$ cat src/rtl/cray_vec_pkg.sv
// Shared types and sizing for the vector result write path.
package cray_vec_pkg;

    localparam int MAX_VL = 64;
    localparam int VL_W   = 7;
    localparam int ADDR_W = 6;

    typedef enum logic [1:0] {
        IDLE  = 2'd0,
        DELAY = 2'd1,
        WRITE = 2'd2,
        MASK  = 2'd3
    } state_t;

endpackage

$ cat src/rtl/vec_elem_counter.sv
// Loadable down-counter that saturates at zero; terminal count is "counter reads zero".
module vec_elem_counter #(
    parameter int W = 7
) (
    input  logic         clk,
    input  logic         rst,
    input  logic         i_load,
    input  logic [W-1:0] i_load_val,
    input  logic         i_en,
    output logic         o_tc
);

    logic [W-1:0] cnt_q, cnt_d;

    always_comb begin
        cnt_d = cnt_q;
        if (i_load) begin
            cnt_d = i_load_val;
        end else if (i_en && (cnt_q != '0)) begin
            cnt_d = cnt_q - W'(1);
        end
    end

    always_ff @(posedge clk) begin
        if (rst) begin
            cnt_q <= '0;
        end else begin
            cnt_q <= cnt_d;
        end
    end

    assign o_tc = (cnt_q == '0);

endmodule

$ cat src/rtl/vector_result_writer.sv
// Write-side sequencer for a vector FU result stream: waits the FU latency, then commits
// one element per clock into Vi, or a single mask word into VM.
//   state | meaning
//   IDLE  | no op in flight (also the o_done cycle of a Vi op)
//   DELAY | waiting out the FU latency
//   WRITE | sampling one FU result per clock
//   MASK  | o_done cycle of a mask op; a new start is accepted here
module vector_result_writer
    import cray_vec_pkg::*;
#(
    parameter int DATA_W = 64,
    parameter int FU_LAT = 2
) (
    input  logic              clk,
    input  logic              rst,
    input  logic              i_start,
    input  logic [2:0]        i_i,
    input  logic [VL_W-1:0]   i_vl,
    input  logic              i_to_vm,
    input  logic [DATA_W-1:0] i_fu_result,
    output logic              o_wr_en,
    output logic [2:0]        o_wr_reg,
    output logic [ADDR_W-1:0] o_wr_addr,
    output logic [DATA_W-1:0] o_wr_data,
    output logic              o_vm_wr_en,
    output logic [DATA_W-1:0] o_vm_data,
    output logic [VL_W-1:0]   o_chain_cnt,
    output logic              o_busy,
    output logic              o_done,
    output logic              o_err
);

    state_t state_q, state_d;

    logic [2:0]        reg_q, reg_d;
    logic              to_vm_q, to_vm_d;
    logic              wr_en_q, wr_en_d;
    logic [ADDR_W-1:0] wr_addr_q, wr_addr_d;
    logic [DATA_W-1:0] wr_data_q, wr_data_d;
    logic              vm_wr_en_q, vm_wr_en_d;
    logic [DATA_W-1:0] vm_data_q, vm_data_d;
    logic [VL_W-1:0]   chain_cnt_q, chain_cnt_d;
    logic              busy_q, busy_d;
    logic              done_q, done_d;
    logic              err_q, err_d;

    logic [VL_W-1:0] eff_vl;
    logic            in_flight;
    logic            start_ok;
    logic            dly_tc;
    logic            rem_tc;

    assign eff_vl    = (i_vl > VL_W'(MAX_VL)) ? VL_W'(MAX_VL) : i_vl;
    assign in_flight = (state_q == DELAY) || (state_q == WRITE);
    assign start_ok  = i_start && !in_flight;

    vec_elem_counter #(.W(VL_W)) u_dly_cnt (
        .clk        (clk),
        .rst        (rst),
        .i_load     (start_ok),
        .i_load_val (VL_W'(FU_LAT - 1)),
        .i_en       (state_q == DELAY),
        .o_tc       (dly_tc)
    );

    // Counts remaining elements; terminal count marks the final sample edge.
    vec_elem_counter #(.W(VL_W)) u_rem_cnt (
        .clk        (clk),
        .rst        (rst),
        .i_load     (start_ok),
        .i_load_val (eff_vl - VL_W'(1)),
        .i_en       (state_q == WRITE),
        .o_tc       (rem_tc)
    );

    always_ff @(posedge clk) begin
        if (rst) begin
            state_q <= IDLE;
        end else begin
            state_q <= state_d;
        end
    end

    always_comb begin
        state_d = state_q;
        case (state_q)
            IDLE, MASK: state_d = (start_ok && (eff_vl != '0)) ? DELAY : IDLE;
            DELAY:      if (dly_tc) state_d = WRITE;
            WRITE:      if (rem_tc) state_d = to_vm_q ? MASK : IDLE;
            default:    state_d = IDLE;
        endcase
    end

    // chain_cnt_q doubles as the index of the element being sampled this cycle.
    always_comb begin
        reg_d       = reg_q;
        to_vm_d     = to_vm_q;
        wr_en_d     = 1'b0;
        wr_addr_d   = wr_addr_q;
        wr_data_d   = wr_data_q;
        vm_wr_en_d  = 1'b0;
        vm_data_d   = vm_data_q;
        chain_cnt_d = chain_cnt_q;
        done_d      = 1'b0;
        err_d       = i_start && in_flight;
        if (start_ok) begin
            reg_d       = i_i;
            to_vm_d     = i_to_vm;
            chain_cnt_d = '0;
            done_d      = (eff_vl == '0);
        end
        if (state_q == WRITE) begin
            chain_cnt_d = chain_cnt_q + VL_W'(1);
            if (!to_vm_q) begin
                wr_en_d   = 1'b1;
                wr_addr_d = chain_cnt_q[ADDR_W-1:0];
                wr_data_d = i_fu_result;
            end
            if (rem_tc) begin
                done_d = 1'b1;
                if (to_vm_q) begin
                    vm_wr_en_d = 1'b1;
                    vm_data_d  = i_fu_result;
                end
            end
        end
        busy_d = (state_d != IDLE) || (state_q == WRITE);
    end

    always_ff @(posedge clk) begin
        if (rst) begin
            reg_q       <= '0;
            to_vm_q     <= 1'b0;
            wr_en_q     <= 1'b0;
            wr_addr_q   <= '0;
            wr_data_q   <= '0;
            vm_wr_en_q  <= 1'b0;
            vm_data_q   <= '0;
            chain_cnt_q <= '0;
            busy_q      <= 1'b0;
            done_q      <= 1'b0;
            err_q       <= 1'b0;
        end else begin
            reg_q       <= reg_d;
            to_vm_q     <= to_vm_d;
            wr_en_q     <= wr_en_d;
            wr_addr_q   <= wr_addr_d;
            wr_data_q   <= wr_data_d;
            vm_wr_en_q  <= vm_wr_en_d;
            vm_data_q   <= vm_data_d;
            chain_cnt_q <= chain_cnt_d;
            busy_q      <= busy_d;
            done_q      <= done_d;
            err_q       <= err_d;
        end
    end

    assign o_wr_en     = wr_en_q;
    assign o_wr_reg    = reg_q;
    assign o_wr_addr   = wr_addr_q;
    assign o_wr_data   = wr_data_q;
    assign o_vm_wr_en  = vm_wr_en_q;
    assign o_vm_data   = vm_data_q;
    assign o_chain_cnt = chain_cnt_q;
    assign o_busy      = busy_q;
    assign o_done      = done_q;
    assign o_err       = err_q;

endmodule

$ cat config.mk
export PLATFORM = sky130hd
export DESIGN_NAME = vector_result_writer
export DESIGN_NICKNAME = d
export VERILOG_FILES = /design/src/rtl/cray_vec_pkg.sv /design/src/rtl/vec_elem_counter.sv /design/src/rtl/vector_result_writer.sv
export SDC_FILE = /design/constraint.sdc
export NUM_CORES = 1
export LEC_CHECK = 0
export ABC_CLOCK_PERIOD_IN_PS = 4260
export BUFFER_PORTS_ARGS = -buffer_cell sky130_fd_sc_hd__buf_4
export CORE_ASPECT_RATIO = 2
export CORE_MARGIN = 8
export CORE_UTILIZATION = 35
export CTS_CLUSTER_SIZE = 10
export DETAILED_ROUTE_END_ITERATION = 12
export GPL_ROUTABILITY_DRIVEN = 0
export GPL_TIMING_DRIVEN = 0
export MAX_ROUTING_LAYER = met4
export PLACE_DENSITY = 0.66
export SLEW_MARGIN = 20
export SYNTH_ARGS = -nofsm -noshare
export SYNTH_HDL_FRONTEND = slang
export SYNTH_SLANG_ARGS = --single-unit
$ cat constraint.sdc
create_clock -name clk -period 4.26 [get_ports clk]
set_input_delay 0.852 -clock clk [delete_from_list [all_inputs] [get_ports clk]]
set_output_delay 0.852 -clock clk [all_outputs]
set_load 0.05 [all_outputs]
==> results.md <==
- Final Util: between 40% and 50%
- Worst slew pin tran: between 0.8 and 0.9 ns
- Vias in the first global route: slightly above 6000
- Min-Delay Path Class: reg -> reg
- Commonest register cell after synthesis: dfxtp_1
- P_leak: between 3 and 4 nW
- Internal Power: between 2 and 2.5 mW
- CP arrival: roughly 3.1 ns
- Final Skew: approximately 0.012 ns
- Synth warn: 0
- Tcrit/Tclk final: about two thirds
- Max Cap Viol: 0
- Vias: approximately 6200
- Initial DRC Count: 252
- Setup TNS: 0 ns
- Post-Syn Area: roughly 6200 µm²
- Final wirelength: roughly 21000 µm
- CP Launch Type: flop
- Share of power burned in registers: 48.2%
- Via/cell ratio: 4.96
- Layout cells sized above 1: 26.5%
- Post-synth ARST share: 0%
- Setup CP Type: reg -> reg
- CTS clock-pin slew for the worst setup and hold paths: about 0.060 ns
- I/O pin cnt: approximately 230
- Initial Util: 35.3%
- F_max: approximately 0.36 GHz
- Postcts setup bufs: 0
- Remaining antenna violation count: 0
- Vert. Die Dim: ~200 µm
- FF-to-FF setup slack: 1.46 ns
- Rel. slew slack: roughly 46%
- Final hold violation count: 0
- Switching Share: approximately a quarter
- Root Buffer: clkbuf_16
- Fin crit period: 2.80 ns
- CP endpoint kind: flop
- Placed Area: ~8200 µm²
- Fill count: approximately 1700
- Worst Hold Margin: ~0.46 ns
- Combinational power share: roughly 7.0%
- TritonCTS Buffers: 17
- Crit-path slowest cell: or4_4
- Final Cell Area: around 8700 µm²
- CTS tree: yes
- Overall Power: 3.28 mW
- CP Cell Sequence: inv_1 -> ha_1 -> and2_1 -> clkbuf_1 -> a31oi_2 -> ha_1 -> o311ai_1 -> or4_4 -> o211ai_1 -> a31oi_1
- Most used cell, CP: ha_1
- First-pass GRT wire length: between 30000 and 40000 µm
- GR Overflow Total: 0
- Worst-path maximum fanout: 5
- Post-CTS sizing: 0
- Die Wd: 110 µm
- VDD IR max: 0.239 mV
- Post-synth EDFFs: 0
- WP data required: between 4 and 5 ns
- Crit-path max cell delay: 0.46 ns
- Mapped Nets: 862
- Register Area: around 3300 µm²
- Largest net degree at the start of global routing: 17
- Worst skew pair latency: between 0.4 and 0.5 ns
- Gr usage total: between 10% and 20%
- Die area: between 20000 and 25000 µm²
- RSZ-0062 raised after global routing: no
- # setup viols final: 0
- Area occupied by multi-input gates: ~2600 µm²
- Num rows: 69
- Initial antenna violation count: 0
- Clock power share: 44.8%
- Core Box Area: approximately 18000 µm²
- Hpwl dp: ~16000 µm
- Pre-antenna DRT Iters: 5
- Max Root-Sink Buffers: 2
- Syn_area_per_cell: ~8 µm²
- N_diodes: 0
- Synth-to-Final Area Change: 40.4%
- Cells after synthesis: 779
- Htree depth: 4
- Status: complete, no violations
- Avg WL per Cell: about 17 µm
- Final nets: ~1100
- Clock sinks: 166
- Seq/Total Area, Yosys: between 50% and 60%
- Cts hold-fix bufs: 0
- Net Switching: around 0.80 mW
- Port Buffers: 225
- # DRC: 0
- Yosys reg bits: 166
- Pwr dens: approximately 380 nW/µm²
- Slew Viols, Final: 0
- Count of cell types in the netlist: 54
[metrics by stage]
stage | std cells | setup slack (ns)
after floorplan | 779 | 1.69
after global placement | 1217 | 1.37
after detailed placement | 1217 | 1.38
after CTS | 1249 | 1.47
after global routing | 1249 | 1.27
final | 1249 | 1.46
[placed cells by master, fill, tap and decap left out, types with 2 or more instances in the layout]
master      count
a211oi_1        5
o21a_1          2
ha_1            5
a31oi_2         2
a31oi_1         6
o21ai_0         3
nor3b_1         4
dfxtp_1       166
xor2_1          2
clkbuf_16      17
inv_6           4
a21o_1          2
buf_4         226
nand2b_1        3
xnor2_1         5
and4b_2         2
buf_2           7
o21bai_1        2
a21boi_0        3
clkbuf_1       47
inv_1           7
o211ai_1        3
mux2i_1         5
clkinvlp_4      6
nand4_1         5
nor2b_1         2
nor2_1         24
or3_1           2
nand3_1         5
nor4_1          3
nand2_1       281
a21oi_1       150
nor3_1          4
[per-layer routing]
metal	vias up	wire length, µm	global-route usage (%)
met5	-	0	-
met4	0	365	6.42
met3	28	2680	8.81
met2	252	9660	29.5
met1	2858	8730	22.5
li1	3063	-	-
[synthesized netlist by cell type (2+ instances only)]
library cell  count  area (µm²)
nand2_1         281        1050
dfxtp_1         166        3320
a21oi_1         150         751
clkbuf_1         44         165
nor2_1           24        90.1
buf_2             7        35.0
inv_1             7        26.3
a31oi_1           6        37.5
a211oi_1          5        37.5
ha_1              5        62.6
mux2i_1           5        50.1
nand3_1           5        25.0
nand4_1           5        31.3
xnor2_1           5        43.8
nor3_1            4        20.0
nor3b_1           4        30.0
a21boi_0          3        22.5
nand2b_1          3        18.8
nor4_1            3        18.8
o211ai_1          3        22.5
o21ai_0           3        15.0
a21o_1            2        15.0
a31oi_2           2        25.0
and4b_2           2        22.5
nor2b_1           2        12.5
o21a_1            2        15.0
o21bai_1          2        15.0
or3_1             2        12.5
xor2_1            2        17.5
[power by group through the flow]
stage | Combinational (mW) | Clock [mW] | Sequential (mW)
floorplan | 0.109 | 0 | 1.62
global placement | 0.227 | 0 | 1.61
detailed placement | 0.230 | 0 | 1.61
CTS | 0.232 | 1.49 | 1.58
global route | 0.250 | 1.56 | 1.58
finish | 0.231 | 1.47 | 1.58
[layout make-up]
| class | instances | area share [%] |
|---|---|---|
| well taps | 213 | 3.05 |
| clock buffers | 20 | 5.00 |
| plain buffers | 54 | 2.55 |
| clock inverters | 12 | 1.36 |
| flip-flops and latches | 166 | 38.1 |
| repair buffers | 225 | 19.4 |
| multi-input cells | 551 | 30.2 |
| inverters | 8 | 0.344 |
[worst paths after layout]
kind,start,end,cells after the start
worst min register to register,o_wr_reg[2],o_wr_reg[2],2
worst max register to register,state_q[0],u_rem_cnt.cnt_q[6],10
worst min-delay path,o_wr_reg[2],o_wr_reg[2],2
worst max-delay path,state_q[0],u_rem_cnt.cnt_q[6],10
[cell families (layout without fill, tap and decap cells)]
| group | after synthesis | after routing | synth area share, % |
|---|---|---|---|
| fa+ha+maj | 5 | 5 | 1.01 |
| buf+inv | 62 | 319 | 4.07 |
| xor+xnor | 7 | 7 | 0.987 |
| compound gates | 185 | 185 | 16.3 |
| simple gates | 348 | 348 | 23.2 |
| mux | 6 | 6 | 0.987 |
| flops | 166 | 166 | 53.5 |
[critical path, delay by kind of cell (launching register included)]
family,cells,cell delay (ns)
compound gates,4,0.75
fa+ha+maj,2,0.66
simple gates,2,0.64
flops,1,0.37
buf+inv,2,0.24
Power figures use the tool's default switching activity.
